### src/rtl/alu_mc_pkg.sv
// ============================================================================
// Module : alu_mc_pkg
// Brief  : Opcode encodings and FSM state type shared by the multi-cycle ALU.
// Rev    : 1.0 - initial release
// ============================================================================
`default_nettype none

package alu_mc_pkg;

  // Opcode map (4-bit sel field); 4'hC..4'hF are invalid unless DIV is built in
  localparam logic [3:0] OP_ADD          = 4'h0;
  localparam logic [3:0] OP_SUB          = 4'h1;
  localparam logic [3:0] OP_AND          = 4'h2;
  localparam logic [3:0] OP_OR           = 4'h3;
  localparam logic [3:0] OP_XOR          = 4'h4;
  localparam logic [3:0] OP_NOR          = 4'h5;
  localparam logic [3:0] OP_NAND         = 4'h6;
  localparam logic [3:0] OP_XNOR         = 4'h7;
  localparam logic [3:0] OP_EQU          = 4'h8;
  localparam logic [3:0] OP_GREATER_THAN = 4'h9;
  localparam logic [3:0] OP_LESS_THAN    = 4'hA;
  localparam logic [3:0] OP_MODULO       = 4'hB;
  localparam logic [3:0] OP_DIV          = 4'hC;

  // Controller states: accept/single-cycle vs. serial divide iteration
  typedef enum logic [0:0] {
    S_IDLE = 1'b0,
    S_DIV  = 1'b1
  } state_e;

endpackage

`default_nettype wire

### src/rtl/alu_mc_if.sv
// ============================================================================
// Module : alu_mc_if
// Brief  : Operand-in / result-out valid-ready bundle for alu_mc.
// Rev    : 1.0 - initial release
// ============================================================================
`default_nettype none

interface alu_mc_if #(
  parameter int WIDTH = 8
) ();

  logic             in_valid;
  logic             in_ready;
  logic [WIDTH-1:0] a;
  logic [WIDTH-1:0] b;
  logic [3:0]       sel;
  logic             out_valid;
  logic             out_ready;
  logic [WIDTH-1:0] out;
  logic             error;
  logic             zero;
  logic             carry;
  logic             overflow;

  // Issue side drives operands and accepts results
  modport master (
    output in_valid, a, b, sel, out_ready,
    input  in_ready, out_valid, out, error, zero, carry, overflow
  );

  // ALU side
  modport slave (
    input  in_valid, a, b, sel, out_ready,
    output in_ready, out_valid, out, error, zero, carry, overflow
  );

endinterface

`default_nettype wire

### src/rtl/alu_divider.sv
// ============================================================================
// Module : alu_divider
// Brief  : Serial restoring divider, one quotient bit per clock. done_o is
//          asserted during the final iteration cycle; quotient_o/remainder_o
//          present the values that iteration produces, so the owner can
//          capture them on the same edge.
// Rev    : 1.0 - initial release
// ============================================================================
`default_nettype none

module alu_divider #(
  parameter int WIDTH = 8
) (
  input  wire logic             clk,
  input  wire logic             rst,
  input  wire logic             start_i,
  input  wire logic [WIDTH-1:0] dividend_i,
  input  wire logic [WIDTH-1:0] divisor_i,
  output logic                  busy_o,
  output logic                  done_o,
  output logic [WIDTH-1:0]      quotient_o,
  output logic [WIDTH-1:0]      remainder_o
);

  localparam int CW = $clog2(WIDTH + 1);

  logic [CW-1:0]    cnt_q;
  logic [WIDTH-1:0] rem_q, rem_d;
  logic [WIDTH-1:0] quo_q, quo_d;
  logic [WIDTH-1:0] dvs_q;
  logic [WIDTH:0]   w_shift;
  logic [WIDTH:0]   w_diff;

  // One restoring step: shift in the next dividend bit, trial-subtract.
  // The partial remainder stays below the divisor, so bit WIDTH of the
  // difference is a clean borrow indicator.
  always_comb begin
    w_shift = {rem_q, quo_q[WIDTH-1]};
    w_diff  = w_shift - {1'b0, dvs_q};
    if (!w_diff[WIDTH]) begin
      rem_d = w_diff[WIDTH-1:0];
      quo_d = {quo_q[WIDTH-2:0], 1'b1};
    end else begin
      rem_d = w_shift[WIDTH-1:0];
      quo_d = {quo_q[WIDTH-2:0], 1'b0};
    end
  end

  // Load operands on start, then iterate until the counter drains
  always_ff @(posedge clk or posedge rst) begin
    if (rst) begin
      cnt_q <= '0;
      rem_q <= '0;
      quo_q <= '0;
      dvs_q <= '0;
    end else if (start_i) begin
      cnt_q <= CW'(WIDTH);
      rem_q <= '0;
      quo_q <= dividend_i;
      dvs_q <= divisor_i;
    end else if (busy_o) begin
      cnt_q <= cnt_q - CW'(1);
      rem_q <= rem_d;
      quo_q <= quo_d;
    end
  end

  assign busy_o      = (cnt_q != '0);
  assign done_o      = (cnt_q == CW'(1));
  assign quotient_o  = quo_d;
  assign remainder_o = rem_d;

endmodule

`default_nettype wire

### src/rtl/alu_mc.sv
// ============================================================================
// Module : alu_mc
// Brief  : Registered multi-cycle ALU with valid/ready handshakes. Logic,
//          arithmetic and compare ops complete in one cycle; MODULO (and DIV
//          when the ALU_DIV_EN macro is defined) runs on alu_divider.
// Config : ALU_DIV_EN - enables opcode 4'hC as unsigned divide (quotient).
// Rev    : 1.0 - initial release
// ============================================================================
`default_nettype none

module alu_mc
  import alu_mc_pkg::*;
#(
  parameter int WIDTH = 8
) (
  input wire logic clk,
  input wire logic rst,
  alu_mc_if.slave  bus
);

  state_e           state_q;
  logic [WIDTH-1:0] out_q;
  logic             err_q, zero_q, carry_q, ovf_q, out_valid_q;
  logic             op_div_q;

  logic             w_in_ready, w_accept, w_is_divop, w_start;
  logic             w_div_busy, w_div_done;
  logic [WIDTH-1:0] w_quo, w_rem, w_div_res;
  logic [WIDTH:0]   w_sum;
  logic [WIDTH-1:0] res_d;
  logic             err_d, carry_d, ovf_d;

`ifdef ALU_DIV_EN
  assign w_is_divop = (bus.sel == OP_MODULO) || (bus.sel == OP_DIV);
`else
  assign w_is_divop = (bus.sel == OP_MODULO);
`endif

  assign w_in_ready = !rst && (state_q == S_IDLE) && !w_div_busy &&
                      (!out_valid_q || bus.out_ready);
  assign w_accept   = bus.in_valid && w_in_ready;
  // Divide by zero never reaches the divider; it resolves as a 1-cycle error
  assign w_start    = w_accept && w_is_divop && (bus.b != '0);
  // op_div_q can only be set when the DIV opcode is decoded as a divider op
  assign w_div_res  = op_div_q ? w_quo : w_rem;

  alu_divider #(.WIDTH(WIDTH)) u_div (
    .clk        (clk),
    .rst        (rst),
    .start_i    (w_start),
    .dividend_i (bus.a),
    .divisor_i  (bus.b),
    .busy_o     (w_div_busy),
    .done_o     (w_div_done),
    .quotient_o (w_quo),
    .remainder_o(w_rem)
  );

  // Single-cycle datapath; anything not listed (MODULO/DIV by zero, invalid) errors with out=0
  always_comb begin
    w_sum   = {1'b0, bus.a} + {1'b0, bus.b};
    res_d   = '0;
    err_d   = 1'b0;
    carry_d = 1'b0;
    ovf_d   = 1'b0;
    case (bus.sel)
      OP_ADD: begin
        {carry_d, res_d} = w_sum;
        ovf_d = (bus.a[WIDTH-1] == bus.b[WIDTH-1]) && (res_d[WIDTH-1] != bus.a[WIDTH-1]);
      end
      OP_SUB: begin
        res_d   = bus.a - bus.b;
        carry_d = (bus.a < bus.b);
        ovf_d   = (bus.a[WIDTH-1] != bus.b[WIDTH-1]) && (res_d[WIDTH-1] != bus.a[WIDTH-1]);
      end
      OP_AND:          res_d = bus.a & bus.b;
      OP_OR:           res_d = bus.a | bus.b;
      OP_XOR:          res_d = bus.a ^ bus.b;
      OP_NOR:          res_d = ~(bus.a | bus.b);
      OP_NAND:         res_d = ~(bus.a & bus.b);
      OP_XNOR:         res_d = ~(bus.a ^ bus.b);
      OP_EQU:          res_d = {{(WIDTH-1){1'b0}}, bus.a == bus.b};
      OP_GREATER_THAN: res_d = {{(WIDTH-1){1'b0}}, bus.a > bus.b};
      OP_LESS_THAN:    res_d = {{(WIDTH-1){1'b0}}, bus.a < bus.b};
      default:         err_d = 1'b1;
    endcase
  end

  // Controller and result slot; a new result load takes priority over a drain
  always_ff @(posedge clk or posedge rst) begin
    if (rst) begin
      state_q     <= S_IDLE;
      out_q       <= '0;
      err_q       <= 1'b0;
      zero_q      <= 1'b0;
      carry_q     <= 1'b0;
      ovf_q       <= 1'b0;
      out_valid_q <= 1'b0;
      op_div_q    <= 1'b0;
    end else begin
      if (bus.out_ready) out_valid_q <= 1'b0;
      case (state_q)
        S_IDLE: begin
          if (w_accept) begin
            if (w_start) begin
              state_q  <= S_DIV;
              op_div_q <= (bus.sel == OP_DIV);
            end else begin
              out_q       <= res_d;
              err_q       <= err_d;
              zero_q      <= (res_d == '0);
              carry_q     <= carry_d;
              ovf_q       <= ovf_d;
              out_valid_q <= 1'b1;
            end
          end
        end
        S_DIV: begin
          if (w_div_done) begin
            out_q       <= w_div_res;
            err_q       <= 1'b0;
            zero_q      <= (w_div_res == '0);
            carry_q     <= 1'b0;
            ovf_q       <= 1'b0;
            out_valid_q <= 1'b1;
            state_q     <= S_IDLE;
          end
        end
        default: state_q <= S_IDLE;
      endcase
    end
  end

  assign bus.in_ready  = w_in_ready;
  assign bus.out_valid = out_valid_q;
  assign bus.out       = out_q;
  assign bus.error     = err_q;
  assign bus.zero      = zero_q;
  assign bus.carry     = carry_q;
  assign bus.overflow  = ovf_q;

endmodule

`default_nettype wire

### src/flat_wrapper.sv
// flat-port wrapper written by rule: the top's interface ports become plain ports
module alu_mc_flat import alu_mc_pkg::*;
#(
  parameter int WIDTH = 8
)
  (clk, rst, bus_in_valid, bus_a, bus_b, bus_sel, bus_out_ready, bus_in_ready, bus_out_valid, bus_out, bus_error, bus_zero, bus_carry, bus_overflow);
  alu_mc_if #(.WIDTH(WIDTH)) bus_i ();
  input wire logic clk;
  input wire logic rst;
  input wire logic [$bits(bus_i.in_valid)-1:0] bus_in_valid;
  input wire logic [$bits(bus_i.a)-1:0] bus_a;
  input wire logic [$bits(bus_i.b)-1:0] bus_b;
  input wire logic [$bits(bus_i.sel)-1:0] bus_sel;
  input wire logic [$bits(bus_i.out_ready)-1:0] bus_out_ready;
  output wire logic [$bits(bus_i.in_ready)-1:0] bus_in_ready;
  output wire logic [$bits(bus_i.out_valid)-1:0] bus_out_valid;
  output wire logic [$bits(bus_i.out)-1:0] bus_out;
  output wire logic [$bits(bus_i.error)-1:0] bus_error;
  output wire logic [$bits(bus_i.zero)-1:0] bus_zero;
  output wire logic [$bits(bus_i.carry)-1:0] bus_carry;
  output wire logic [$bits(bus_i.overflow)-1:0] bus_overflow;
  assign bus_i.in_valid = bus_in_valid;
  assign bus_i.a = bus_a;
  assign bus_i.b = bus_b;
  assign bus_i.sel = bus_sel;
  assign bus_i.out_ready = bus_out_ready;
  assign bus_in_ready = bus_i.in_ready;
  assign bus_out_valid = bus_i.out_valid;
  assign bus_out = bus_i.out;
  assign bus_error = bus_i.error;
  assign bus_zero = bus_i.zero;
  assign bus_carry = bus_i.carry;
  assign bus_overflow = bus_i.overflow;
  alu_mc #(.WIDTH(WIDTH)) u_core (.clk(clk), .rst(rst), .bus(bus_i));
endmodule
### config.mk
export PLATFORM = sky130hd
export DESIGN_NAME = alu_mc_flat
export DESIGN_NICKNAME = d
export VERILOG_FILES = /design/src/rtl/alu_mc_pkg.sv /design/src/rtl/alu_mc_if.sv /design/src/rtl/alu_divider.sv /design/src/rtl/alu_mc.sv /design/src/flat_wrapper.sv
export SDC_FILE = /design/constraint.sdc
export NUM_CORES = 1
export LEC_CHECK = 0
export CAP_MARGIN = 20
export CORE_AREA = 2 2 131 133
export CTS_CLUSTER_SIZE = 10
export DETAILED_ROUTE_END_ITERATION = 16
export DIE_AREA = 0 0 133 135
export GPL_ROUTABILITY_DRIVEN = 0
export GPL_TIMING_DRIVEN = 0
export PLACE_DENSITY = 0.4
export SLEW_MARGIN = 10
export SYNTH_ARGS = -nofsm -noshare
export SYNTH_HDL_FRONTEND = slang
export SYNTH_SLANG_ARGS = --single-unit
export TNS_END_PERCENT = 1
### constraint.sdc
create_clock -name clk -period 9.2 [get_ports clk]
set_clock_uncertainty 0.15 [all_clocks]
set_input_delay 2.3 -clock clk [delete_from_list [all_inputs] [get_ports clk]]
set_output_delay 2.3 -clock clk [all_outputs]
set_load 0.005 [all_outputs]
==> results.md <==
- Io pins: 38
- DR vias: 3817
- TritonCTS Sinks: 43
- Final worst slack: 3.02 ns
- Critical Path Start Type: input port
- Num CTS Buffers: 5
- Antenna cells: 0
- Global-route wire length before repair: 20800 µm
- Slew headroom: 39.2%
- Status: finished, final reports clean
- Asr flop ratio synth: 100%
- Final worst-path cycle share: 67.2%
- Die footprint: 0.0180 mm²
- Max-slew violations: 0
- Warnings, synthesis: 0
- Initial DRC Count: 302
- Input/output buffers: 37
- Min Tclk post-route: 6.18 ns
- Crit path kind: input port to primary output
- Sequential area share after synthesis: 26.7%
- Setup Fix Bufs, Post-CTS: 0
- Detailed Route WL: 13500 µm
- Post-layout util: 29.7%
- Crit end category: primary output
- Tot GR Track Use: 15.0%
- Via density: 4.94
- Synth Cell Area: 0.00403 mm²
- Synth Area per Inst: 7.96 µm²
- Endpoints failing hold: 0
- Largest net degree at the start of global routing: 37
- Worst hold path type: flop to flop
- Area leader, netlist: dfrtp_1
- Power density cells: 256 mW/mm²
- Most frequent cell after synthesis: nand2_1
- Router iterations before antenna repair: 5
- Worst Tran Pin Value: 0.904 ns
- Root Driver: clkbuf_16
- Worst EP required: 6.75 ns
- Starting Density: 24.6%
- Maximum Capacitance Violations: 0
- Core ar.: 0.0164 mm²
- CP cell instances: clkdlybuf4s50_1, nand2b_1, and3_1, clkdlybuf4s50_1
- Die H: 135 µm
- Layout Nets: 613
- Top post-synthesis cells by count: nand2_1 (69), dfrtp_1 (43), nor2_1 (41)
- Vias in the first global route: 3630
- Lkg Pwr: 2.04 nW
- Yosys top cell area share: 26.7%
- Distinct cells, synth: 73
- Initial antenna violation count: 0
- Worst EP arrival: 3.73 ns
- Ratio of cells with drive above 1 in the final layout: 7.78%
- Max Buffers Root-to-Sink: 2
- Pre-CTS setup slack: 3.06 ns
- Main synth FF type: dfrtp_1
- Most used cell, CP: clkdlybuf4s50_1
- Antenna Nets Post-Route: 0
- Setup TNS: 0 ns
- Syn nets: 568
- Syn Inst Count: 507
- Synthesis-to-layout area growth: 21.0%
- DRC: 0
- Setup-failing EPs final: 0
- WL per Instance: 17.4 µm
- Fill cells: 1764
- Dpl cells: 765
- Worst IR Drop VDD: 0.0932 mV
- Dpl hpwl: 10700 µm
- CTS tree: yes
- Slowest cell on crit path: clkdlybuf4s50_1
- PostCTS Resize Cnt: 0
- Die X: 133 µm
- RSZ-0062 raised after global routing: false
- Cts hold-fix bufs: 0
- Tot Pwr: 0.00125 W
- Crit Path Max Fanout: 3
- Number of enable flip-flop cells after synthesis: 0
- Reg clk slew, reported paths: 0.06 ns
- Synthesized flop and latch total: 43
- Worst-Skew Late Latency: 0.29 ns
- Fin cells: 773
- H-tree depth: 2
- Main area contributors after synthesis: dfrtp_1 (27%), ha_1 (11%), nand2_1 (6.4%)
- Max Clk Rate: 162 MHz
- CP max stage delay: 0.51 ns
- Overflow after GRT: 0
- Row Count: 47
[critical path: cells and delay by family]
| family | cells | cell delay (ns) |
|---|---|---|
| simple gates | 2 | 0.46 |
| buf+inv | 2 | 0.96 |
[layer usage]
metal | wire length (µm) | vias up | track usage [%]
met5 | 0 | - | 0
met4 | 135 | 0 | 3.52
met3 | 501 | 9 | 2.44
met2 | 5880 | 84 | 22.8
met1 | 6970 | 1829 | 22.3
li1 | - | 1895 | -
[cell type report]
cell class,count,area [µm²],share of cell area (%)
Clock inverter,2,35.0,0.718
Timing Repair Buffer,38,390,8.00
Inverter,42,158,3.23
Clock buffer,6,139,2.85
Sequential cell,43,1080,22.1
Tap cell,220,275,5.64
Buffer,26,128,2.62
Multi-Input combinational cell,396,2680,54.9
[cell usage in the layout (no fill, tap or decap), types with 3 or more instances in the layout]
cell type,n
and3_1,4
o31a_1,3
xor2_1,8
nor2_1,41
nor3_1,10
fa_1,3
o41ai_1,3
nand3_1,13
o21ai_0,40
mux2_2,3
nand2_1,69
and2_1,3
xnor2_1,5
o21a_1,3
clkbuf_1,12
mux2i_1,18
dfrtp_1,43
a21oi_1,25
buf_2,10
a22oi_1,6
inv_1,39
ha_1,34
o22ai_1,7
a211oi_1,9
clkbuf_16,5
nand2b_1,9
nor3b_1,3
o211ai_1,4
clkdlybuf4s50_1,37
o21ai_1,4
o31ai_1,4
nor4_1,5
or4_1,3
[metrics by stage]
stage               instance area, µm²  hold slack (ns)
finish                            4880            0.333
global route                      4880            0.370
CTS                               4880            0.334
detailed placement                4710            0.313
global placement                  4680            0.316
floorplan                         4030            0.317
[registers in the layout, summed over array words and instances, names as in the netlist]
| signal | flops |
|---|---|
| u_core.bus.out | 8 |
| u_core.state_q | 1 |
| u_core.op_div_q | 1 |
| u_core.u_div.quo_q | 8 |
| u_core.bus.out_valid | 1 |
| u_core.u_div.dvs_q | 8 |
| u_core.bus.zero | 1 |
| u_core.bus.overflow | 1 |
| u_core.u_div.rem_q | 8 |
| u_core.bus.error | 1 |
| u_core.u_div.cnt_q | 4 |
| u_core.bus.carry | 1 |
[cell families (layout without fill, tap and decap cells)]
kind of cell / count (synthesis) / in the layout / synth area share (%)
simple gates: 176 / 176 / 20.4
compound gates: 149 / 149 / 25.7
buf+inv: 68 / 114 / 7.07
flops: 43 / 43 / 26.7
fa+ha+maj: 37 / 37 / 12.0
mux: 21 / 21 / 5.30
xor+xnor: 13 / 13 / 2.82
[worst paths after layout]
| check | startpoint | end | slack (ns) | cells after the start |
|---|---|---|---|---|
| min | u_core.bus.overflow$_DFFE_PP0P_ | u_core.bus.overflow$_DFFE_PP0P_ | 0.33 | 2 |
| max in group asynchronous | rst | u_core.u_div.rem_q[4]$_DFFE_PP0P_ | 6.34 | 3 |
| min in group asynchronous | rst | u_core.u_div.cnt_q[3]$_DFFE_PP0P_ | 2.10 | 2 |
| min reg2reg | u_core.bus.overflow$_DFFE_PP0P_ | u_core.bus.overflow$_DFFE_PP0P_ | 0.33 | 2 |
| max | bus_out_ready | bus_in_ready | 3.02 | 4 |
| max reg2reg | u_core.u_div.quo_q[7]$_DFFE_PP0P_ | u_core.bus.zero$_DFFE_PP0P_ | 5.68 | 13 |
[power breakdown]
group / switching (W) / internal, W / total (W)
Combinational: 0.000398 / 0.000304 / 0.000702
Sequential: 0.0000642 / 0.000273 / 0.000338
Clock: 0.0000754 / 0.000135 / 0.000210
Total: 0.000537 / 0.000713 / 0.00125
Note: power is estimated with default switching activity, not from simulation.
